[src/rtl/phy_pkg.sv]
// -----------------------------------------------------------------------------
// phy_pkg
// Shared definitions for the PHY TX link scheduler: default line symbols,
// lane count and the link-state encoding used by the activation FSM.
// -----------------------------------------------------------------------------
package phy_pkg;

  // Alignment/training symbol returned by the RX side.
  localparam logic [7:0] COM_SYM_DEFAULT  = 8'hBC;
  // Filler symbol driven on the TX byte stream when no lane data is sent.
  localparam logic [7:0] IDLE_SYM_DEFAULT = 8'h7C;

  localparam int NUM_LANES = 4;

  typedef enum logic [1:0] {
    DOWN   = 2'd0,
    TRAIN  = 2'd1,
    ACTIVE = 2'd2
  } link_state_t;

  // Encoding 3 is never produced; treat it as DOWN so a corrupted state
  // register recovers through the normal training path.
  function automatic link_state_t decode_state(input logic [1:0] raw);
    case (raw)
      2'd1:    return TRAIN;
      2'd2:    return ACTIVE;
      default: return DOWN;
    endcase
  endfunction

endpackage

[src/rtl/rr_arbiter4.sv]
// -----------------------------------------------------------------------------
// rr_arbiter4
// Purely combinational 4-way round-robin arbiter. The caller owns the
// pointer register; this block only picks the first requester at or after
// the pointer, wrapping 3 -> 0.
//
// Ports:
//   req [3:0] in   request per lane
//   ptr [1:0] in   lane with highest priority this cycle
//   gnt [3:0] out  one-hot grant (all zero when no request)
//   idx [1:0] out  index of the granted lane (equals ptr when no request)
// -----------------------------------------------------------------------------
module rr_arbiter4 (
  input  logic [3:0] req,
  input  logic [1:0] ptr,
  output logic [3:0] gnt,
  output logic [1:0] idx
);

  // Requests rotated so that bit 0 is the lane pointed at; a fixed
  // priority pick on this vector is the round-robin pick on req.
  logic [3:0] rot_req;
  logic [1:0] off;

  genvar gi;
  for (gi = 0; gi < 4; gi++) begin : g_rot
    assign rot_req[gi] = req[ptr + 2'(gi)];
  end

  always_comb begin
    casez (rot_req)
      4'b???1: off = 2'd0;
      4'b??10: off = 2'd1;
      4'b?100: off = 2'd2;
      4'b1000: off = 2'd3;
      default: off = 2'd0;
    endcase
    idx = ptr + off;
    gnt = (|req) ? (4'b0001 << idx) : 4'b0000;
  end

endmodule

[src/rtl/phy_tx_link_sched.sv]
// -----------------------------------------------------------------------------
// phy_tx_link_sched
// TX-side link controller. A training FSM watches aligned RX bytes and
// declares the link active after LOCK_COUNT consecutive COM symbols; it drops
// the link after LOSS_COUNT cycles with no valid RX byte. While active, four
// single-entry lane buffers are drained round-robin onto one byte stream,
// one byte per grant, gated by tx_ready. Otherwise IDLE_SYM is sent and lane
// data stays buffered.
//
// Ports:
//   clk                  in   block clock
//   reset                in   asynchronous, active-low reset
//   rx_byte[7:0]         in   aligned byte from serial-to-parallel
//   rx_byte_valid        in   rx_byte meaningful this cycle
//   data_in0..3[7:0]     in   lane data
//   valid0..3            in   lane data valid
//   ready0..3            out  lane holding register empty (registered)
//   tx_ready             in   downstream accepts a byte this cycle
//   tx_data[7:0]         out  scheduled byte or IDLE_SYM
//   tx_valid             out  tx_data carries lane data
//   tx_lane[1:0]         out  source lane of tx_data (holds when idle)
//   active               out  link is up
//   link_state[1:0]      out  FSM state (DOWN=0, TRAIN=1, ACTIVE=2)
// -----------------------------------------------------------------------------
module phy_tx_link_sched
  import phy_pkg::*;
#(
  parameter logic [7:0]  COM_SYM    = COM_SYM_DEFAULT,
  parameter logic [7:0]  IDLE_SYM   = IDLE_SYM_DEFAULT,
  parameter int unsigned LOCK_COUNT = 4,
  parameter int unsigned LOSS_COUNT = 8
) (
  input  logic       clk,
  input  logic       reset,
  input  logic [7:0] rx_byte,
  input  logic       rx_byte_valid,
  input  logic [7:0] data_in0,
  input  logic [7:0] data_in1,
  input  logic [7:0] data_in2,
  input  logic [7:0] data_in3,
  input  logic       valid0,
  input  logic       valid1,
  input  logic       valid2,
  input  logic       valid3,
  output logic       ready0,
  output logic       ready1,
  output logic       ready2,
  output logic       ready3,
  input  logic       tx_ready,
  output logic [7:0] tx_data,
  output logic       tx_valid,
  output logic [1:0] tx_lane,
  output logic       active,
  output logic [1:0] link_state
);

  logic [7:0]           lane_din [NUM_LANES];
  logic [NUM_LANES-1:0] lane_vld;

  logic [7:0]           hold_q [NUM_LANES];
  logic [7:0]           hold_d [NUM_LANES];
  logic [NUM_LANES-1:0] full_q, full_d;
  logic [1:0]           ptr_q, ptr_d;

  link_state_t          state_q, state_d;
  logic [3:0]           com_cnt_q, com_cnt_d;
  logic [7:0]           loss_cnt_q, loss_cnt_d;
  logic                 active_q, active_d;

  logic [7:0]           tx_data_q, tx_data_d;
  logic                 tx_valid_q, tx_valid_d;
  logic [1:0]           tx_lane_q, tx_lane_d;

  logic                 grant;
  logic [3:0]           arb_gnt;
  logic [1:0]           arb_idx;

  assign lane_din[0] = data_in0;
  assign lane_din[1] = data_in1;
  assign lane_din[2] = data_in2;
  assign lane_din[3] = data_in3;
  assign lane_vld    = {valid3, valid2, valid1, valid0};

  // ---------------------------------------------------------------------------
  // Link activation FSM (next-state)
  // ---------------------------------------------------------------------------
  always_comb begin
    state_d    = state_q;
    com_cnt_d  = com_cnt_q;
    loss_cnt_d = loss_cnt_q;
    case (decode_state(state_q))
      DOWN: begin
        state_d    = DOWN;
        com_cnt_d  = '0;
        loss_cnt_d = '0;
        if (rx_byte_valid && (rx_byte == COM_SYM)) begin
          if (LOCK_COUNT == 1) begin
            state_d = ACTIVE;
          end else begin
            state_d   = TRAIN;
            com_cnt_d = 4'd1;
          end
        end
      end
      TRAIN: begin
        if (rx_byte_valid) begin
          if (rx_byte == COM_SYM) begin
            // This COM completes the run: go active on this edge.
            if (com_cnt_q == 4'(LOCK_COUNT - 1)) begin
              state_d   = ACTIVE;
              com_cnt_d = '0;
            end else begin
              com_cnt_d = com_cnt_q + 4'd1;
            end
          end else begin
            state_d   = DOWN;
            com_cnt_d = '0;
          end
        end
      end
      ACTIVE: begin
        // COM bytes are irrelevant here; only RX activity matters.
        if (rx_byte_valid) begin
          loss_cnt_d = '0;
        end else if (loss_cnt_q == 8'(LOSS_COUNT - 1)) begin
          state_d    = DOWN;
          loss_cnt_d = '0;
          com_cnt_d  = '0;
        end else begin
          loss_cnt_d = loss_cnt_q + 8'd1;
        end
      end
      default: state_d = DOWN;
    endcase
  end

  assign active_d = (state_d == ACTIVE);

  // ---------------------------------------------------------------------------
  // Scheduling: only while ACTIVE and not on the edge that leaves ACTIVE.
  // ---------------------------------------------------------------------------
  rr_arbiter4 u_arb (
    .req (full_q),
    .ptr (ptr_q),
    .gnt (arb_gnt),
    .idx (arb_idx)
  );

  assign grant = (state_q == ACTIVE) && (state_d == ACTIVE) && tx_ready && (|full_q);

  // Capture is gated by the registered empty flag only, so a lane being
  // drained this cycle cannot also accept; it reopens one cycle later.
  genvar gi;
  for (gi = 0; gi < NUM_LANES; gi++) begin : g_lane
    logic take;
    logic load;
    assign take       = grant && arb_gnt[gi];
    assign load       = lane_vld[gi] && !full_q[gi];
    assign full_d[gi] = (full_q[gi] && !take) || load;
    assign hold_d[gi] = load ? lane_din[gi] : hold_q[gi];
  end

  always_comb begin
    tx_data_d  = IDLE_SYM;
    tx_valid_d = 1'b0;
    tx_lane_d  = tx_lane_q;
    ptr_d      = ptr_q;
    if (grant) begin
      tx_data_d  = hold_q[arb_idx];
      tx_valid_d = 1'b1;
      tx_lane_d  = arb_idx;
      ptr_d      = arb_idx + 2'd1;
    end
  end

  // ---------------------------------------------------------------------------
  // State registers
  // ---------------------------------------------------------------------------
  always_ff @(posedge clk or negedge reset) begin
    if (!reset) begin
      state_q    <= DOWN;
      com_cnt_q  <= '0;
      loss_cnt_q <= '0;
      active_q   <= 1'b0;
      full_q     <= '0;
      ptr_q      <= '0;
      tx_data_q  <= IDLE_SYM;
      tx_valid_q <= 1'b0;
      tx_lane_q  <= '0;
      for (int i = 0; i < NUM_LANES; i++) begin
        hold_q[i] <= '0;
      end
    end else begin
      state_q    <= state_d;
      com_cnt_q  <= com_cnt_d;
      loss_cnt_q <= loss_cnt_d;
      active_q   <= active_d;
      full_q     <= full_d;
      ptr_q      <= ptr_d;
      tx_data_q  <= tx_data_d;
      tx_valid_q <= tx_valid_d;
      tx_lane_q  <= tx_lane_d;
      for (int i = 0; i < NUM_LANES; i++) begin
        hold_q[i] <= hold_d[i];
      end
    end
  end

  assign ready0     = ~full_q[0];
  assign ready1     = ~full_q[1];
  assign ready2     = ~full_q[2];
  assign ready3     = ~full_q[3];
  assign tx_data    = tx_data_q;
  assign tx_valid   = tx_valid_q;
  assign tx_lane    = tx_lane_q;
  assign active     = active_q;
  assign link_state = state_q;

endmodule

[config.mk]
export PLATFORM = sky130hd
export DESIGN_NAME = phy_tx_link_sched
export DESIGN_NICKNAME = d
export VERILOG_FILES = /design/src/rtl/phy_pkg.sv /design/src/rtl/rr_arbiter4.sv /design/src/rtl/phy_tx_link_sched.sv
export SDC_FILE = /design/constraint.sdc
export NUM_CORES = 1
export LEC_CHECK = 0
export ABC_AREA = 1
export CORE_MARGIN = 2
export CORE_UTILIZATION = 56
export CTS_CLUSTER_SIZE = 40
export DETAILED_ROUTE_END_ITERATION = 10
export PLACE_DENSITY = 0.95
export SETUP_SLACK_MARGIN = 0.05
export SLEW_MARGIN = 20
export SYNTH_ARGS = -nofsm -noshare
export SYNTH_HDL_FRONTEND = slang
export SYNTH_SLANG_ARGS = --single-unit
[constraint.sdc]
create_clock -name clk -period 4.2 [get_ports clk]
set_input_delay 0.63 -clock clk [delete_from_list [all_inputs] [get_ports clk]]
set_output_delay 0.63 -clock clk [all_outputs]
set_load 0.01 [all_outputs]
==> results of run 1 <==
sequential cells by signal, summed over array words and instances, names as in the netlist:
register / cells
hold_q: 32
loss_cnt_q: 8
tx_data: 8
com_cnt_q: 4
full_q: 4
link_state: 2
ptr_q: 2
tx_lane: 2
active: 1
tx_valid: 1
report_power, final:
part           leakage [nW]  switching, mW  internal [mW]
clock network         0.113          0.251          0.352
registers             0.788         0.0745          0.733
logic                  1.03          0.152          0.169
worst paths after layout:
path,end,slack [ps],cells past startpoint
setup / recovery,full_q[3],710,13
setup reg to reg,full_q[3],710,13
max in group asynchronous,tx_data[4],2930,2
min in group clk,tx_lane[1],500,2
hold reg to reg,tx_lane[1],500,2
hold / removal,loss_cnt_q[5],350,1
cell usage in the layout, fill, tap and decap left out, drive strengths merged:
cell           netlist  layout
a21oi               10      10
buf                  4       2
a41oi                1       1
nor2                16      16
ha                   6       6
a22oi                1       1
clkbuf               3      10
mux2                32      32
o31ai                1       1
o32ai                1       1
bufinv               0       2
o211ai               1       1
xnor2                2       2
o22ai                6       6
dfstp                5       5
clkinv               2       4
o21ai                5       5
a31oi                2       2
clkinvlp             0       1
nor3                 3       3
xor2                 5       5
inv                 30      31
nand2              145     145
clkdlybuf4s50        0      64
nand3               25      25
o21a                 1       1
dfrtp               59      59
metal layers:
layer / global-route usage (%) / vias up / share of wire [%]
li1: - / 1331 / -
met1: 35.71 / 1355 / 39
met3: 4.778 / 33 / 6.3
met4: 13.22 / 0 / 3.4
met2: 49.92 / 148 / 51
met5: 0 / - / 0
cells by family (layout without fill, tap and decap cells):
group,count (synthesis),after routing,synth area share [%]
and+or+nand+nor,189,189,25.29
DFF,64,64,48.29
buffers and inverters,39,114,5.524
muxes,32,32,10.82
AOI/OAI and AO/OA,29,29,5.976
xor gates and xnor gates,7,7,1.841
adders and majority gates,6,6,2.255
stage by stage:
stage | cell area, µm² | total power [mW] | hold WS [ps] | cells | utilization [%]
2_1_floorplan | 3329 | 0.9884 | 334.4 | 366 | -
3_3_place_gp | 4020 | 1.089 | 471.8 | 500 | 69.13
3_5_place_dp | 4020 | 1.117 | 483.5 | 500 | 69.13
4_1_cts | 4248 | 1.730 | 369.9 | 516 | 73.04
5_1_grt | 4248 | 1.809 | 405.8 | 516 | 73.04
6_report | 4248 | 1.732 | 350.0 | 516 | 73.04
final cells by class:
type	count	area, µm²	area share, %
clock buffer	10	137.6	3.240
clock inverter	6	90.09	2.121
sequential	64	1608	37.85
tap	75	93.84	2.209
inverter	32	127.6	3.004
timing repair buffer	66	653.1	15.38
multi-input combinational	263	1538	36.20
==> results, run 1 <==
- The effective utilization at floorplan is 57.25%.
- The post-CTS repair timing setup buffer count is 0.
- The clock root buffer master is clkbuf_8.
- The number of buffers and inverters on the critical path is 2.
- Of all cell types, the one taking the most synthesized area is dfrtp_1.
- The synthesized design contains 64 register bits.
- Summing the sequential cell areas from Yosys gives 48.29% of the chip area.
- After synthesis, the share of flip-flops with an asynchronous set or reset is 100.0%.
- Prior to clock tree synthesis, the placed netlist has a worst setup slack of 878.3 ps.
- In the final routed layout, each cell accounts on average for 16.62 µm.
- The endpoint kind of the worst setup timing path is a flip-flop.
- The number of core rows is 28.
- The CTS tree is built.
- The flow ran to the end, and the final reports show no timing, DRC or antenna violations.
- The hold-fix buffer count after cts is 0.
- The total routing resource utilization after global routing is 28.96%.
- Measured along the y axis, the die boundary spans 81.11 µm.
- Once routing completed, OpenROAD measured the worst setup slack at 713.9 ps.
- For the pin with the worst max-slew slack, the measured transition is 757.2 ps.
- The library cell contributing the largest single delay on the critical path is ha_1.
- The congestion estimate from routability-driven global placement came to 0.8220.
- The yosys synthesis warning count is 0.
- The share of synthesized area in the top cell type comes to 44.34%.
- The maximum clock skew at final layout is 17.52 ps.
- Synthesis produced a netlist with a net count of 420.
- The critical path data arrival time is 3710 ps.
- The horizontal die dimension is 81.11 µm.
- At the worst endpoint, the required time is 4420 ps.
- The worst relative slew slack is 49.52%.
- Yosys attributes the largest share of cell area to dfrtp_1 (44%), nand2_1 (15%), mux2_2 (11%).
- The most critical setup path has its startpoint at ptr_q[0].
- Once detail routing completed, the nets flagged for antenna violations numbered 0.
- The HPWL after detailed placement is 5671 µm.
- The iteration-0 DRC count of the detailed router is 283.
- The number of H-tree branching levels is 3.
- Yosys instantiated no cell more often than nand2_1.
- Entering global routing, the biggest net connects 35 pins.
- The number of synthesized flops with an enable pin is 0.
- The post-cts repair resize count is 0.
- After clock tree synthesis, the clock-pin slew on the worst setup and hold paths is 80 ps.
- The post-synthesis area per instance is 9.097 µm².
- The startpoint identified for the worst register-to-register timing path is ptr_q[0].
- The first-pass iteration count of the detailed router is 7.
- The worst hold-check path type is input pin to async pin.
- In this run the static leakage power is 1.927 nW.
- Setup repair after global routing left no endpoint under its margin.
- The highest attainable clock frequency is 286.9 MHz.
- The first global-routing pass estimated 14,190 µm of wire.
- The layout has 385 filler cells.
- The routed design could run at a clock period as short as 3486 ps.
- The critical path start-end classification is flip-flop to flip-flop.
- After layout, the worst path uses 83.00% of the clock period.
- The number of pins with negative max-slew slack in the final report is 0.
- Traced cell by cell, the critical path runs through inv_8 > nand2_2 > nand2_1 > nand2_1 > nand2_1 > a31oi_1 > nor2_1 > ha_1 > clkinv_1 > a21oi_1 > nand3_1 > nand2_1 > nand2_1.
- On the critical path the largest part of the delay comes from buffers and inverters.
- The count of unique library cells instantiated by Yosys is 33.
- Sorting the synthesized cells by how often they occur yields nand2_1 (129), dfrtp_1 (59), mux2_2 (32).
- The number of buffers inserted by port buffering is 65.
- The most frequent cell on the critical path is nand2_1.
- The count of inserted antenna diode cells is 0.
- The final layout contains 490 nets.
- The routed layout has 2,867 vias.
- The final number of setup-violating endpoints is 0.
- The longest clock path from root to sink contains 2 buffers.
- The remaining routing DRC violations is 0.
- The number of hold violations in the final report is 0.
- The worst ir drop on vdd is 373.0 µV.
- The area of the core region is 5816 µm².
- The final-layout setup total negative slack is 0 ps.
- At the later pin of the worst-skew pair, clock insertion delay measures 350 ps.
- The routed via count divided by cell count is 5.556.
- Along the worst path, the maximum fanout reaches 20.
- The post-route netlist has 21.32% of its cells at a drive strength greater than 1.
- The die covers 6578 µm².
- The I/O pin count is 66.
- Relative to the synthesized area, the layout overhead comes to 27.58%.
- The type of origin of the critical path is a flip-flop.
- The number of clock buffers added by TritonCTS is 9.
- Power spread over the standard cell area amounts to 407.7 nW/µm².
- The mapped cell area is 3329 µm².
- For this block, the routed nets add up to 8578 µm of wire.
- The synthesized instance count is 366.
- The number of clock sinks seen by CTS is 64.
- The via count of the first global-routing pass was 2,992.
- On the worst path, the slowest cell contributes a delay of 750 ps.
- The most common flop cell mapped by yosys is dfrtp_1.
- The initial antenna violation count is 0.
- The total overflow left after global routing is 0.
- The tool flagged a number of max-cap violations equal to 0.
Note: power is estimated with default switching activity, not from simulation.
==> run 2, diff against run 1 <==
--- a/config.mk
+++ b/config.mk
@@ -7,10 +7,10 @@
 export LEC_CHECK = 0
 export ABC_AREA = 1
 export CORE_MARGIN = 2
-export CORE_UTILIZATION = 56
+export CORE_UTILIZATION = 47
 export CTS_CLUSTER_SIZE = 40
 export DETAILED_ROUTE_END_ITERATION = 10
-export PLACE_DENSITY = 0.95
+export PLACE_DENSITY = 0.86
 export SETUP_SLACK_MARGIN = 0.05
 export SLEW_MARGIN = 20
 export SYNTH_ARGS = -nofsm -noshare
==> constraint.sdc (replaced) <==
create_clock -name clk -period 2.9 [get_ports clk]
set_input_delay 0.435 -clock clk [delete_from_list [all_inputs] [get_ports clk]]
set_output_delay 0.435 -clock clk [all_outputs]
set_load 0.01 [all_outputs]
==> results, run 2 (same netlist as run 1, synthesis figures left out) <==
- The flow ran to the end, and the final reports show no timing, DRC or antenna violations.
- The effective utilization at floorplan is 48.74%.
- The post-CTS repair timing setup buffer count is 0.
- The initial antenna violation count was 0.
- The number of pins with negative max-slew slack in the final report came to 0.
- After clock tree synthesis, the clock-pin slew on the worst setup and hold paths is 70 ps.
- The final route contains 2,747 vias.
- The power density over the cells is 551.2 nW/µm².
- The final-stage net count is 492.
- 0 antenna diodes ended up in the layout.
- The via count of the first global-routing pass is 2,848.
- For this design the total switching power over the nets is 0.6430 mW.
- The number of hold violations in the final report came to 0.
- In the final layout, the share of cells above drive strength 1 is 21.67%.
- The combinational share of power is 18.6%.
- The endpoint kind of the worst setup timing path is a flip-flop.
- From synthesis to final layout, the design area changed by 27.88%.
- The HPWL after detailed placement is 5442 µm.
- The first-pass iteration count of the detailed router is 4.
- The slew at the pin with the worst max-slew slack is 809.5 ps.
- Leaving out fill and tap cells, the most frequent cells in the layout are nand2_1 (129), clkdlybuf4s50_1 (64), dfrtp_1 (59), mux2_2 (32).
- The initialized floorplan defines 30 standard-cell rows.
- The clock latency on the worst-skew pair is 350 ps.
- Setup violations remaining at the end of the flow were counted as 0.
- The CTS tree is built.
- The routed via count divided by cell count is 5.096.
- CTS built an H-tree with a depth of 3.
- The register with the most flip-flops in the layout has 32 of them.
- The number of cells on the worst reg-to-reg path is 14.
- The floorplan step set the die height to 88.17 µm.
- Final hold analysis gives a worst-case slack of 256.1 ps.
- Ranked by flip-flop count, first place goes to hold_q.
- The library cell used most frequently in the layout, excluding fill and tap cells, is nand2_1.
- The number of buffers inserted by port buffering is 65.
- On the final layout, the worst clock skew is 17.82 ps.
- The total routing resource utilization after global routing is 22.15%.
- Of all nets on the critical path, the largest fanout is 11.
- The worst ir drop on vdd is 367.2 µV.
- The max-capacitance violation count is 0.
- The clock root buffer master is clkbuf_8.
- Setup repair after global routing left no endpoint under its margin.
- The number of buffers created by CTS is 9.
- The first-pass GRT wire length is 13,050 µm.
- The post-cts repair resize count is 0.
- The I/O pin count is 66.
- The die covers 7773 µm².
- The tightest min-delay check is of the input pin to async pin type.
- The horizontal die dimension is 88.17 µm.
- The critical path start-end classification is flip-flop to flip-flop.
- Of the available clock period, the critical path in the final layout requires 84.68%.
- The number of clock sinks seen by CTS is 64.
- STA puts the critical path data arrival time at 2680 ps.
- The worst setup path is launched from a flip-flop.
- The iteration-0 DRC count of the detailed router is 136.
- The area of the core region is 6832 µm².
- The final weighted congestion in routability-driven placement is 0.8091.
- Of the total power, registers draw 49.1%.
- The global route total overflow is 0.
- The maximum buffer depth of the clock tree is 2.
- The worst relative slew slack is 46.04%.
- For this design the static power due to leakage is 1.919 nW.
- The total detailed-routing wirelength is 7718 µm.
- The number of hold buffers added after CTS was 0.
- Static timing analysis puts the maximum clock frequency at 407.2 MHz.
- The maximum number of pins on one net before global-route repair is 65.
- For the worst setup path, the data required time is 3120 ps.
- The share of total power consumed by net switching is 27.40%.
- The number of nets still failing antenna checks after routing is 0.
- The clock network is responsible for 32.2% of the overall power.
- After detailed routing, the number of remaining DRC violations is 0.
- The post-detailed-route wirelength per cell is 14.32 µm.
- The final-layout setup total negative slack is 0 ps.
- The internal power summed over all cells is 1.704 mW.
- For the finished layout, the period the worst path requires is 2456 ps.
[run 2: worst paths after layout]
path / start / to / slack [ps]
worst max-delay path: ptr_q[0] / tx_data[7] / 440
worst min-delay path: reset / hold_q[25] / 260
worst max register to register: ptr_q[0] / tx_data[7] / 440
worst min register to register: hold_q[8] / hold_q[8] / 510
max in group asynchronous: reset / loss_cnt_q[6] / 2110
min in group clk: hold_q[8] / hold_q[8] / 510
[run 2: power by group through the flow]
stage,Sequential [mW],Combinational [mW],Clock [mW]
floorplan,1.14,0.296,0
finish,1.15,0.437,0.757
global route,1.18,0.497,0.808
detailed placement,1.17,0.436,0
global placement,1.16,0.416,0
CTS,1.15,0.440,0.768
[run 2: cell type report]
cell class	count	area (µm²)
tap	96	120.1
multi-input combinational	263	1538
sequential	64	1608
timing repair buffer	68	668.1
inverter	32	127.6
clock inverter	7	72.57
clock buffer	9	123.9
fill	570	2574
[run 2: worst max-delay path, cell delays in order, from the launching register on]
cell and delay [ps]:
dfrtp_1 620, inv_8 80, nand2_2 80, nand2_2 60, nand2_1 80, nand2_2 80, a31oi_1 140, nor2_1 60
ha_1 310, clkinv_1 290, buf_4 290, nand2_1 60, nand2_1 50, nand2_1 80, a21oi_2 50
[run 2: through the flow]
stage / cell area, µm² / power, mW / setup WS, ps / std cells / util (%)
3_5_place_dp: 4061 / 1.607 / 454.2 / 523 / 59.45
3_3_place_gp: 4061 / 1.579 / 490.4 / 523 / 59.45
6_report: 4258 / 2.347 / 444.3 / 539 / 62.33
2_1_floorplan: 3329 / 1.432 / 760.3 / 366 / -
4_1_cts: 4258 / 2.362 / 482.9 / 539 / 62.33
5_1_grt: 4258 / 2.481 / 249.6 / 539 / 62.33
[run 2: metal layers]
metal	wire, µm	up-vias	part of all wire [%]	track usage [%]
met5	0	-	0	0
met4	212	0	2.7	13.77
met3	359	20	4.7	4.524
met2	3908	80	51	36.64
met1	3237	1318	42	26.38
li1	-	1329	-	-
